File: config.mk
export PLATFORM = sky130hd
export DESIGN_NAME = ctrl_barrier_gate
export DESIGN_NICKNAME = d
export VERILOG_FILES = /design/src/rtl/ctrl_barrier_pkg.sv /design/src/rtl/ctrl_barrier_gate_port.sv /design/src/rtl/ctrl_barrier_gate.sv
export SDC_FILE = /design/constraint.sdc
export NUM_CORES = 1
export LEC_CHECK = 0
export BUFFER_PORTS_ARGS = -buffer_cell sky130_fd_sc_hd__buf_2
export CORE_ASPECT_RATIO = 0.8
export CORE_MARGIN = 3
export CORE_UTILIZATION = 55
export DETAILED_ROUTE_END_ITERATION = 10
export HOLD_SLACK_MARGIN = 0.15
export PLACE_DENSITY = 0.89
export SLEW_MARGIN = 20
export SYNTH_ARGS = -nofsm -noshare
export SYNTH_HDL_FRONTEND = slang
export SYNTH_SLANG_ARGS = --single-unit
File: constraint.sdc
create_clock -name clk -period 23.1 [get_ports clk]
set_clock_uncertainty 0.1 [all_clocks]
set_input_delay 2.31 -clock clk [delete_from_list [all_inputs] [get_ports clk]]
set_output_delay 2.31 -clock clk [all_outputs]
set_load 0.1 [all_outputs]
File: src/rtl/ctrl_barrier_pkg.sv
// Shared types and defaults for ctrl_barrier_gate: per-port FSM state encoding
// and default parameter values. Optional stats build: CTRL_BARRIER_GATE_STATS_EN.
package ctrl_barrier_pkg;

    localparam int DEF_PORT_COUNT = 2;
    localparam int DEF_DATA_WIDTH = 64;
    localparam int DEF_CNT_WIDTH  = 16;
    localparam int FIFO_DEPTH     = 2;

    typedef enum logic [1:0] {
        ST_EMPTY = 2'd0,
        ST_WAIT  = 2'd1,
        ST_SEND  = 2'd2,
        ST_COOL  = 2'd3
    } gate_state_t;

endpackage

File: src/rtl/ctrl_barrier_gate_port.sv
// One gated port: 2-entry FIFO, registered barrier bit and EMPTY/WAIT/SEND/COOL
// release FSM. stall_cnt_o exists only when CTRL_BARRIER_GATE_STATS_EN is defined.
module ctrl_barrier_gate_port
    import ctrl_barrier_pkg::*;
#(
    parameter int DATA_WIDTH = DEF_DATA_WIDTH,
    parameter int CNT_WIDTH  = DEF_CNT_WIDTH
) (
    input  logic                  clk,
    input  logic                  rst,
    input  logic                  s_valid_i,
    output logic                  s_ready_o,
    input  logic [DATA_WIDTH-1:0] s_data_i,
    output logic                  m_valid_o,
    input  logic                  m_ready_i,
    output logic [DATA_WIDTH-1:0] m_data_o,
    input  logic                  barrier_i,
    output logic                  s_dec_o,
    output logic [CNT_WIDTH-1:0]  release_cnt_o,
`ifdef CTRL_BARRIER_GATE_STATS_EN
    output logic [CNT_WIDTH-1:0]  stall_cnt_o,
`endif
    output gate_state_t           state_o
);

    // Handshakes: a beat moves on a port exactly when valid and ready are both
    // high at the rising clock edge; valid never waits on ready.

    logic [DATA_WIDTH-1:0] mem_q [FIFO_DEPTH];
    logic                  wr_ptr_q;
    logic                  rd_ptr_q;
    logic [1:0]            count_q;
    logic [1:0]            count_d;
    logic                  barrier_q;
    gate_state_t           state_q;
    logic                  m_valid_q;
    logic [CNT_WIDTH-1:0]  rel_cnt_q;
    logic [CNT_WIDTH-1:0]  rel_cnt_d;
    logic                  push;
    logic                  pop;
    logic                  fifo_nonempty;

    // s_ready depends only on registered occupancy, never on m_ready.
    assign s_ready_o     = (count_q != 2'd2);
    assign push          = s_valid_i & s_ready_o;
    assign pop           = m_valid_q & m_ready_i;
    assign fifo_nonempty = (count_q != 2'd0);

    assign m_valid_o     = m_valid_q;
    assign m_data_o      = mem_q[rd_ptr_q];
    assign s_dec_o       = pop;
    assign release_cnt_o = rel_cnt_q;
    assign state_o       = state_q;

    always_comb begin
        count_d = count_q;
        case ({push, pop})
            2'b10:   count_d = count_q + 2'd1;
            2'b01:   count_d = count_q - 2'd1;
            default: count_d = count_q;
        endcase
    end

    always_comb begin
        rel_cnt_d = rel_cnt_q;
        if (pop) begin
            rel_cnt_d = rel_cnt_q + {{(CNT_WIDTH-1){1'b0}}, 1'b1};
        end
    end

    always_ff @(posedge clk or posedge rst) begin
        if (rst) begin
            for (int i = 0; i < FIFO_DEPTH; i++) begin
                mem_q[i] <= '0;
            end
            wr_ptr_q  <= 1'b0;
            rd_ptr_q  <= 1'b0;
            count_q   <= 2'd0;
            barrier_q <= 1'b0;
            rel_cnt_q <= '0;
        end else begin
            if (push) begin
                mem_q[wr_ptr_q] <= s_data_i;
                wr_ptr_q        <= ~wr_ptr_q;
            end
            if (pop) begin
                rd_ptr_q <= ~rd_ptr_q;
            end
            count_q   <= count_d;
            barrier_q <= barrier_i;
            rel_cnt_q <= rel_cnt_d;
        end
    end

    // COOL forces a gap after each release so one barrier update frees one beat.
    always_ff @(posedge clk or posedge rst) begin
        if (rst) begin
            state_q   <= ST_EMPTY;
            m_valid_q <= 1'b0;
        end else begin
            case (state_q)
                ST_EMPTY: begin
                    if (fifo_nonempty) begin
                        state_q <= ST_WAIT;
                    end
                end
                ST_WAIT: begin
                    if (barrier_q && fifo_nonempty) begin
                        state_q   <= ST_SEND;
                        m_valid_q <= 1'b1;
                    end
                end
                ST_SEND: begin
                    if (pop) begin
                        state_q   <= ST_COOL;
                        m_valid_q <= 1'b0;
                    end else if (!barrier_q) begin
                        state_q   <= ST_WAIT;
                        m_valid_q <= 1'b0;
                    end
                end
                ST_COOL: begin
                    state_q <= fifo_nonempty ? ST_WAIT : ST_EMPTY;
                end
                default: begin
                    state_q   <= ST_EMPTY;
                    m_valid_q <= 1'b0;
                end
            endcase
        end
    end

`ifdef CTRL_BARRIER_GATE_STATS_EN
    logic [CNT_WIDTH-1:0] stall_q;
    logic [CNT_WIDTH-1:0] stall_d;

    always_comb begin
        stall_d = stall_q;
        if ((state_q == ST_WAIT) && (stall_q != {CNT_WIDTH{1'b1}})) begin
            stall_d = stall_q + {{(CNT_WIDTH-1){1'b0}}, 1'b1};
        end
    end

    always_ff @(posedge clk or posedge rst) begin
        if (rst) begin
            stall_q <= '0;
        end else begin
            stall_q <= stall_d;
        end
    end

    assign stall_cnt_o = stall_q;
`endif

endmodule

File: src/rtl/ctrl_barrier_gate.sv
// Barrier-gated multi-port pass-through: each port releases one buffered beat per
// barrier grant. Defining CTRL_BARRIER_GATE_STATS_EN adds the stall_cnt output.
module ctrl_barrier_gate
    import ctrl_barrier_pkg::*;
#(
    parameter int PORT_COUNT = DEF_PORT_COUNT,
    parameter int DATA_WIDTH = DEF_DATA_WIDTH,
    parameter int CNT_WIDTH  = DEF_CNT_WIDTH
) (
    input  logic                             clk,
    input  logic                             rst,
    input  logic [PORT_COUNT-1:0]            s_valid,
    output logic [PORT_COUNT-1:0]            s_ready,
    input  logic [PORT_COUNT*DATA_WIDTH-1:0] s_data,
    output logic [PORT_COUNT-1:0]            m_valid,
    input  logic [PORT_COUNT-1:0]            m_ready,
    output logic [PORT_COUNT*DATA_WIDTH-1:0] m_data,
    input  logic [PORT_COUNT:0]              ctrl_barrier,
    output logic [PORT_COUNT-1:0]            s_dec,
    output logic [PORT_COUNT*CNT_WIDTH-1:0]  release_cnt,
`ifdef CTRL_BARRIER_GATE_STATS_EN
    output logic [PORT_COUNT*CNT_WIDTH-1:0]  stall_cnt,
`endif
    output logic [PORT_COUNT*2-1:0]          dbg_state
);

    // The top barrier bit carries no meaning for this block.
    logic unused_barrier_top;
    assign unused_barrier_top = ctrl_barrier[PORT_COUNT];

    for (genvar p = 0; p < PORT_COUNT; p++) begin : g_port
        gate_state_t port_state;

        ctrl_barrier_gate_port #(
            .DATA_WIDTH (DATA_WIDTH),
            .CNT_WIDTH  (CNT_WIDTH)
        ) u_port (
            .clk           (clk),
            .rst           (rst),
            .s_valid_i     (s_valid[p]),
            .s_ready_o     (s_ready[p]),
            .s_data_i      (s_data[p*DATA_WIDTH +: DATA_WIDTH]),
            .m_valid_o     (m_valid[p]),
            .m_ready_i     (m_ready[p]),
            .m_data_o      (m_data[p*DATA_WIDTH +: DATA_WIDTH]),
            .barrier_i     (ctrl_barrier[p]),
            .s_dec_o       (s_dec[p]),
            .release_cnt_o (release_cnt[p*CNT_WIDTH +: CNT_WIDTH]),
`ifdef CTRL_BARRIER_GATE_STATS_EN
            .stall_cnt_o   (stall_cnt[p*CNT_WIDTH +: CNT_WIDTH]),
`endif
            .state_o       (port_state)
        );

        assign dbg_state[p*2 +: 2] = port_state;
    end

endmodule

==> impl_metrics.yaml <==
run_status:
  status: "complete, no violations"
clocking:
  clkLatencyLatePin_ns: 0.54
  cts-buffers-inserted: 30
  cts_tree: "built"
  cts_hold_buf: 0
  cts_buffer_depth: 3
  cts_htree_levels: 1
  cts.sinks: 304
  clkTransAtPathRegs_ns: 0.06
  cts_resized: 0
  post_cts_buffers: 0
  cts_root_buf: "clkbuf_16"
setup_path:
  crit_start: "m_ready[1]"
  rr_startpoint: "g_port[0].u_port.count_q[0]"
  worst_setup_path_end_kind: "primary output"
  crit_end: "s_dec[1]"
  reg2reg_depth: 5
  r2r_end: "g_port[0].u_port.mem_q[87]"
  crit_cells: 4
  worstPathMaxFanout: 7
  critPathMaxStageDelay_ns: 0.48
  path_buf_inv: 3
  critical_path_arrival_ns: 3.29
  crit_family: "buffers and inverters"
  cp_cell_sequence: "buf_2 -> nand2_1 -> inv_1 -> buf_2"
  critPathKind: "in2out"
  startpoint_type: "input port"
  crit_top_cell: "buf_2"
  crit_required_ns: 20.69
  ff2ff_setup_slack_ns: 20.45
  crit_slowest_cell: "buf_2"
drt:
  dr.max_layer_used: "met5"
  met1Wirelength_um: 12200
  dr_wl_met3_um: 1720
  antenna_left: 0
  avgRoutedWirePerCell_um: 19.2
  drt_iter0_drc: 326
  num_vias: 8281
  dr.pass1.iters: 4
  drc: 0
  dr_wl_met2_um: 14400
  viasPerCell: 5.43
  wl_um: 29200
min_path:
  hp-class: "reg2reg"
timing:
  tns_ns: 0
  fin_crit_sh_pct: 24.7
  slew_viol_final: 0
  tightestPinTransition_ns: 1.01
  min_period_ns: 5.70
  hold_viol_final: 0
  max_slew_margin_pct: 32.8
  rsz0062_at_grt: "false"
  fmax_mhz: 175
  setup_violations: 0
global_route:
  track_usage_pct: 21.6
  grt_max_degree: 93
  grt_pass1_vias: 9044
  grt_pass1_wl_um: 47600
  antenna_found_initial: 2
  grt-ovfl-total: 0
synthesis:
  synth.top_cells.by_area: "dfrtp_1 56%, mux2_2 28%, mux2_4 5.4%"
  avgSynthCellArea_sq_um: 15.3
  ys_seq_elements: 304
  synth_nets: 1041
  ys_seq_area_share_pct: 56.0
  ys_warn_count: 0
  yosysTopAreaCell: "dfrtp_1"
  synth_top_area_share_pct: 56.0
  async_flop_share_pct: 100
  yosys-top-cells-count: "333 x mux2_2, 304 x dfrtp_1, 49 x mux2_4"
  syn-cell-area_sq_mm: 0.0136
  syn_inst: 889
  yosysMostFrequentCell: "mux2_2"
  yosys_most_used_dff: "dfrtp_1"
  synth-edff-count: 0
  ys_types: 35
floorplanning:
  start_util_pct: 57.0
  core_sq_mm: 0.0238
  die_h_um: 147
  fp-row-count: 50
  die_w_um: 182
  die_area_sq_mm: 0.0266
  pin_count: 307
final_layout:
  fin_nets: 1342
  drive_gt1_share_pct: 62.3
  area_growth_pct: 19.3
placed_design:
  place_congestion: 0.792
  portBuffers: 305
  hpwl_um: 19600
run:
  maxCapViolCount: 0
layer usage:
metal	track usage, %	vias up
met3	4.63	59
met5	0	-
met4	6.24	2
met2	36.8	235
li1	-	3773
met1	28.0	4212
logic make-up after synthesis:
| logic type | count (synthesis) | share of synthesized area, % |
|---|---|---|
| xor+xnor | 39 | 2.52 |
| mux | 386 | 33.4 |
| flops | 304 | 56.0 |
| fa+ha+maj | 15 | 1.38 |
| simple gates | 69 | 2.91 |
| buf+inv | 56 | 2.87 |
| compound gates | 20 | 0.940 |
metrics by stage:
step	worst slack, ns	cell area [sq um]	hold slack (ns)	cells	utilization [%]
final	17.40	16200	0.386	1525	67.9
after global routing	17.35	16200	0.408	1525	67.9
after CTS	17.40	16200	0.376	1524	67.9
after detailed placement	17.41	15200	0.362	1470	63.9
after global placement	17.41	15200	0.361	1470	63.9
after floorplan	12.29	13600	0.354	889	-
cell type report:
class	count	area, sq um
inverter	11	48.8
tap	312	390
sequential	304	7610
clock buffer	46	902
clock inverter	8	65.1
timing repair buffer	314	1590
fill	1631	7640
multi-input combinational	529	5580
antenna	1	2.50
cells in the final DEF (no fill, tap or decap), types with 4 or more instances in the layout:
cell,count
a21oi_1,4
and3_1,4
and4_1,4
buf_2,305
buf_4,9
clkbuf_1,8
clkbuf_16,31
clkbuf_8,7
clkinv_2,7
dfrtp_1,302
ha_1,15
inv_1,10
mux2_1,4
mux2_2,333
mux2_4,49
nand2_1,18
nand3_1,13
nand4_1,10
nor2_1,7
o21ai_0,8
xnor2_1,34
xor2_1,5
worst register-to-register path: stages, from the launching register on:
cell      delay [ns]
dfrtp_1         0.43
nand2b_1        0.20
nand2_1         0.16
nor2_4          0.53
buf_4           0.64
mux2_2          0.47
registers in the layout, summed over array words and instances (netlist names):
signal,flops
g_port.u_port.barrier_q,2
g_port.u_port.count_q,4
g_port.u_port.m_valid_o,2
g_port.u_port.mem_q,256
g_port.u_port.rd_ptr_q,2
g_port.u_port.release_cnt_o,32
g_port.u_port.state_o,4
g_port.u_port.wr_ptr_q,2
worst min path at each step:
| stage | start | to | slack [ns] | cells past startpoint |
|---|---|---|---|---|
| after floorplan | g_port[0].u_port.mem_q[107] | g_port[0].u_port.mem_q[107] | 0.35 | 1 |
| after global placement | g_port[0].u_port.release_cnt_o[15] | g_port[0].u_port.release_cnt_o[15] | 0.36 | 1 |
| after detailed placement | g_port[0].u_port.release_cnt_o[15] | g_port[0].u_port.release_cnt_o[15] | 0.36 | 1 |
| after CTS | g_port[0].u_port.release_cnt_o[15] | g_port[0].u_port.release_cnt_o[15] | 0.38 | 1 |
| after global routing | g_port[1].u_port.mem_q[41] | g_port[1].u_port.mem_q[41] | 0.41 | 1 |
| final | g_port[0].u_port.release_cnt_o[15] | g_port[0].u_port.release_cnt_o[15] | 0.39 | 1 |
Power is left out: the tool's default activity adds up to more than one toggle a clock period on the data nets, which glitch-free logic cannot reach.
